`src/rtl/edge_det_pkg.sv`:
```
// Shared encodings for the multi-channel debounced edge detector: per-channel
// edge-select codes, debounce FSM states and edge-enable decode helpers.
package edge_det_pkg;

    typedef enum logic [1:0] {
        MODE_OFF  = 2'b00,
        MODE_RISE = 2'b01,
        MODE_FALL = 2'b10,
        MODE_BOTH = 2'b11
    } edge_mode_t;

    typedef enum logic [1:0] {
        S_LOW     = 2'b00,
        S_RISING  = 2'b01,
        S_HIGH    = 2'b10,
        S_FALLING = 2'b11
    } state_t;

    function automatic logic rise_en(input edge_mode_t m);
        return (m == MODE_RISE) || (m == MODE_BOTH);
    endfunction

    function automatic logic fall_en(input edge_mode_t m);
        return (m == MODE_FALL) || (m == MODE_BOTH);
    endfunction

endpackage

```
`src/rtl/edge_det_channel.sv`:
```
// One debounced edge-detector channel: 2-flop synchroniser, 4-state debounce
// FSM with saturating counter, registered event pulse and sticky pending flag.
module edge_det_channel
    import edge_det_pkg::*;
#(
    parameter int STABLE_CYCLES = 4
) (
    input  logic       clk,
    input  logic       rst,
    input  logic       x,
    input  logic [1:0] mode,
    input  logic       clr,
    output logic       z,
    output logic       level,
    output logic       pend
);

    localparam int CNT_W = $clog2(STABLE_CYCLES + 1);
    // The new level is accepted on the STABLE_CYCLES-th consecutive mismatching
    // sample; cnt already holds the samples seen before the current one.
    localparam logic [CNT_W-1:0] CNT_LAST = CNT_W'(STABLE_CYCLES - 1);

    state_t           state;
    logic [CNT_W-1:0] cnt;
    logic             s1;
    logic             s2;
    logic             rise_ok;
    logic             fall_ok;

    assign rise_ok = rise_en(edge_mode_t'(mode));
    assign fall_ok = fall_en(edge_mode_t'(mode));

    always_ff @(posedge clk) begin
        if (rst) begin
            s1    <= 1'b0;
            s2    <= 1'b0;
            state <= S_LOW;
            cnt   <= '0;
            level <= 1'b0;
            z     <= 1'b0;
            pend  <= 1'b0;
        end else begin
            s1   <= x;
            s2   <= s1;
            z    <= 1'b0;
            // A same-edge event overrides this clear below, so set wins.
            pend <= pend & ~clr;
            unique case (state)
                S_LOW: begin
                    if (s2) begin
                        if (STABLE_CYCLES == 1) begin
                            state <= S_HIGH;
                            level <= 1'b1;
                            cnt   <= '0;
                            if (rise_ok) begin
                                z    <= 1'b1;
                                pend <= 1'b1;
                            end
                        end else begin
                            state <= S_RISING;
                            cnt   <= CNT_W'(1);
                        end
                    end else begin
                        cnt <= '0;
                    end
                end
                S_RISING: begin
                    if (!s2) begin
                        state <= S_LOW;
                        cnt   <= '0;
                    end else if (cnt >= CNT_LAST) begin
                        state <= S_HIGH;
                        level <= 1'b1;
                        cnt   <= '0;
                        if (rise_ok) begin
                            z    <= 1'b1;
                            pend <= 1'b1;
                        end
                    end else begin
                        cnt <= cnt + 1'b1;
                    end
                end
                S_HIGH: begin
                    if (!s2) begin
                        if (STABLE_CYCLES == 1) begin
                            state <= S_LOW;
                            level <= 1'b0;
                            cnt   <= '0;
                            if (fall_ok) begin
                                z    <= 1'b1;
                                pend <= 1'b1;
                            end
                        end else begin
                            state <= S_FALLING;
                            cnt   <= CNT_W'(1);
                        end
                    end else begin
                        cnt <= '0;
                    end
                end
                S_FALLING: begin
                    if (s2) begin
                        state <= S_HIGH;
                        cnt   <= '0;
                    end else if (cnt >= CNT_LAST) begin
                        state <= S_LOW;
                        level <= 1'b0;
                        cnt   <= '0;
                        if (fall_ok) begin
                            z    <= 1'b1;
                            pend <= 1'b1;
                        end
                    end else begin
                        cnt <= cnt + 1'b1;
                    end
                end
                default: begin
                    state <= S_LOW;
                    cnt   <= '0;
                end
            endcase
        end
    end

endmodule

```
`src/rtl/multi_edge_detector.sv`:
```
// N independent debounced edge-detector channels with a combined
// "any event pending" flag for polling controllers.
module multi_edge_detector #(
    parameter int CHANNELS      = 4,
    parameter int STABLE_CYCLES = 4
) (
    input  logic                  clk,
    input  logic                  rst,
    input  logic [CHANNELS-1:0]   x,
    input  logic [2*CHANNELS-1:0] mode,
    input  logic [CHANNELS-1:0]   clr,
    output logic [CHANNELS-1:0]   z,
    output logic [CHANNELS-1:0]   level,
    output logic [CHANNELS-1:0]   pend,
    output logic                  any_evt
);

    for (genvar i = 0; i < CHANNELS; i++) begin : g_ch
        edge_det_channel #(
            .STABLE_CYCLES(STABLE_CYCLES)
        ) u_ch (
            .clk  (clk),
            .rst  (rst),
            .x    (x[i]),
            .mode (mode[2*i+1 -: 2]),
            .clr  (clr[i]),
            .z    (z[i]),
            .level(level[i]),
            .pend (pend[i])
        );
    end

    assign any_evt = |pend;

endmodule
```
`config.mk`:
```
export PLATFORM = sky130hd
export DESIGN_NAME = multi_edge_detector
export DESIGN_NICKNAME = d
export VERILOG_FILES = /design/src/rtl/edge_det_pkg.sv /design/src/rtl/edge_det_channel.sv /design/src/rtl/multi_edge_detector.sv
export SDC_FILE = /design/constraint.sdc
export NUM_CORES = 1
export LEC_CHECK = 0
export ABC_AREA = 1
export CAP_MARGIN = 20
export CORE_MARGIN = 2
export CORE_UTILIZATION = 25
export DETAILED_ROUTE_END_ITERATION = 16
export GPL_TIMING_DRIVEN = 0
export MAX_ROUTING_LAYER = met4
export SETUP_SLACK_MARGIN = 0.15
export SLEW_MARGIN = 20
export SYNTH_ARGS = -nofsm -noshare
export SYNTH_HDL_FRONTEND = slang
export SYNTH_SLANG_ARGS = --single-unit
```
`constraint.sdc`:
```
create_clock -name clk -period 3.12 [get_ports clk]
set_input_delay 0.312 -clock clk [delete_from_list [all_inputs] [get_ports clk]]
set_output_delay 0.312 -clock clk [all_outputs]
set_load 0.02 [all_outputs]
```
==> results by stage <==
Synth:
- Yosys printed 0 warnings.
- The synthesized instance count is 238.
- The cell area after synthesis is 0.00179 mm^2.
- The average size of a mapped cell is 7.51 um^2.
- The synthesis-stage register bit count is 40.
- The post-synthesis sequential area ratio is 44.8%.
- The async set or reset register ratio after synthesis is 0%.
- The count of unique library cells instantiated by Yosys is 27.
- In the synthesized netlist the dominant register cell turns out to be sky130_fd_sc_hd__dfxtp_1.
- Yosys mapped a number of flops with a built-in enable equal to 0.
- Counting every net in the synthesized netlist gives 264.

CTS:
- TritonCTS built the clock tree.
- In this run the number of H-tree levels came out at 2.
- In this run the post-CTS setup repair buffer count came out at 0.
- The clock passes through at most 2 buffers.
- The clock latency reported for the late side of the worst-skew pair is 290 ps.
- Counting the buffers created by CTS gives 5.
- The clock slew seen by the registers of the worst setup and hold paths is 80 ps.
- The post-cts repair resize count is 0.
- The clock root buffer master is sky130_fd_sc_hd__clkbuf_8.
- The post-cts hold buffer count is 0.
- The total clock sinks is 40.

Routing:
- The detailed-route wire length per cell is 8.92 um.
- In this run, the number of DRC markers left after iteration 0 of detailed routing was 44.
- After detailed routing, the number of vias per cell comes to 3.91.
- The first detailed-routing pass ran for 4 iterations.
- For this block, the routed nets add up to 3300 um of wire.
- The residual antenna-violating net count after detailed routing is 0.
- The detailed-route DRC error count is 0.
- Summing over every cut layer, the via total after detailed routing is 1447.

Global routing:
- Global routing consumed, over all layers together, 9.42% of the routing resources.
- The number of antenna violations at the first check in global routing was 0.
- Entering global routing, the biggest net connects 12 pins.
- The via count of the first global-routing pass is 1245.
- The total overflow left after global routing is 0.
- The global-route wire length before repair is 5430 um.

Power:
- IR analysis of the VDD net gives a maximum drop of 173 uV.
- The total leakage power is 0.976 nW.
- The power per standard cell area is 410 mW/mm^2.

STA:
- The shortest period the worst path allows is 1710 ps.
- The final worst clock skew is 7.42 ps.
- Based on the critical path, the design can be clocked at up to 587 MHz.
- Setup violations remaining at the end of the flow were counted as 0.
- The transition time of the tightest slew-check pin is 397 ps.
- The post-route clock period utilization is 54.6%.
- The final hold violation count is 0.
- For the final routed database, the setup TNS stands at 0 ps.
- Setup repair after global routing left no endpoint under its margin.
- Measured against its own limit, the worst slew margin works out to 73.5%.
- The count of pins over their slew limit came to 0.

Floorplan:
- The standard cell core area is 0.00687 mm^2.
- The die covers 0.00784 mm^2.
- The initial utilization of the core area, before any placement, comes to 26.0%.
- The top-level I/O count is 31.
- The die is 88.6 um tall.
- The x dimension of the die is 88.6 um.
- The number of cell rows is 30.

Cells and area:
- Once layout is complete, the utilization of the core stands at 33.1%.
- For this run, the post-layout net count is 300.
- The relative area change from synthesis to final layout is 27.3%.
- The library cells used most frequently in the layout, excluding fill and tap cells, are sky130_fd_sc_hd__nand2_1, sky130_fd_sc_hd__inv_1, sky130_fd_sc_hd__dfxtp_1.
- Cells with a size suffix above 1 make up 9.85% of the layout.
- The area of combinational cells with multiple inputs is 709 um^2.
- The area taken by flip-flops and latches is 801 um^2.
- 0 antenna diodes ended up in the layout.
- The fill cell total of the finished layout is 760.
- Leaving out fill and tap cells, the most frequent cell in the layout is sky130_fd_sc_hd__nand2_1.

Setup path:
- The worst setup path category is flip-flop to output pin.
- The sort of element at the end of the critical path is an output pin.
- The highest net fanout along the worst path is 2.
- STA puts the critical path data required time at 2810 ps.
- The critical path data arrival time is 1390 ps.
- The startpoint class of the critical path is a flip-flop.

Place:
- The final weighted congestion in routability-driven placement is 0.836.
- The number of buffers inserted by port buffering is 29.
- The sum of net half-perimeters after detailed placement is 2530 um.

Flow run:
- The max-cap check violation count is 0.

Outcome:
- The run finished with clean final reports.

Worst hold path:
- The type of the worst min-delay path is input port to flip-flop.
state kept, by name (all words and copies together), names as in the netlist, named ones only:
register and count:
g_ch.u_ch.pend 4, g_ch.u_ch.z 4, g_ch.u_ch.state 4, g_ch.u_ch.level 4, g_ch.u_ch.cnt 12, g_ch.u_ch.s2 4, g_ch.u_ch.s1 4
power breakdown:
part	internal, mW	switching, mW	total [mW]
Clock	0.152	0.170	0.322
Combinational	0.0389	0.0387	0.0777
Sequential	0.523	0.0101	0.533
Total	0.714	0.219	0.933
cell type report:
class | instances | share of cell area, %
Timing Repair Buffer | 29 | 12.8
Inverter | 41 | 6.76
Tap cell | 96 | 5.28
Clock inverter | 1 | 0.220
Clock buffer | 6 | 3.19
Sequential cell | 40 | 35.2
Buffer | 16 | 5.44
Multi-Input combinational cell | 141 | 31.2
stage by stage:
step	setup WS [ps]	hold WS (ps)	power, mW	cell area (um^2)	std cells
floorplan	1880	388	0.590	1790	238
global placement	1730	391	0.622	2200	363
detailed placement	1720	396	0.624	2200	363
CTS	1390	333	0.949	2280	370
global route	1320	351	0.980	2280	370
finish	1410	338	0.933	2280	370
cell usage after synthesis, types with 2 or more instances:
library cell              instances  share of area (%)
sky130_fd_sc_hd__nand2_1         46                9.7
sky130_fd_sc_hd__dfxtp_1         40                 45
sky130_fd_sc_hd__inv_1           40                8.4
sky130_fd_sc_hd__nor2_1          33                6.9
sky130_fd_sc_hd__nand3_1         13                3.6
sky130_fd_sc_hd__a21oi_1         12                3.4
sky130_fd_sc_hd__buf_4           12                5.0
sky130_fd_sc_hd__ha_1             8                5.6
sky130_fd_sc_hd__o21ai_0          8                2.2
sky130_fd_sc_hd__nand4_1          6                2.1
sky130_fd_sc_hd__nor3_1           3               0.84
sky130_fd_sc_hd__o32ai_1          2               0.98
cells by family (layout without fill, tap and decap cells):
logic type | count (synthesis) | count (layout) | share of synthesized area (%)
AND/OR/NAND/NOR | 107 | 107 | 25.5
flip-flops | 40 | 40 | 44.8
adder cells (fa/ha/maj) | 8 | 8 | 5.60
buffers and inverters | 57 | 93 | 15.5
AO/OA/AOI/OAI | 26 | 26 | 8.54
worst paths after layout:
path	start	end	slack (ps)	cells after the start
worst min-delay path	rst	g_ch[2].u_ch.level	340	2
worst max register to register	g_ch[1].u_ch.cnt[0]	g_ch[1].u_ch.cnt[1]	1760	7
worst min register to register	g_ch[3].u_ch.s1	g_ch[3].u_ch.s2	410	2
worst max-delay path	g_ch[3].u_ch.pend	any_evt	1410	3
critical path, stage by stage, from the launching register on:
cell and delay [ps]:
sky130_fd_sc_hd__dfxtp_1 330, sky130_fd_sc_hd__inv_1 70, sky130_fd_sc_hd__nand4_1 100, sky130_fd_sc_hd__clkdlybuf4s50_1 600
per-layer routing:
| layer | vias to the layer above | part of all wire, % | track usage [%] |
|---|---|---|---|
| met5 | - | 0 | - |
| met4 | 0 | 1.9 | 3.72 |
| met3 | 6 | 5.3 | 3.08 |
| met2 | 28 | 42 | 14.3 |
| met1 | 604 | 51 | 11.6 |
| li1 | 809 | - | - |
No activity file was read; power rests on OpenSTA's default activity.
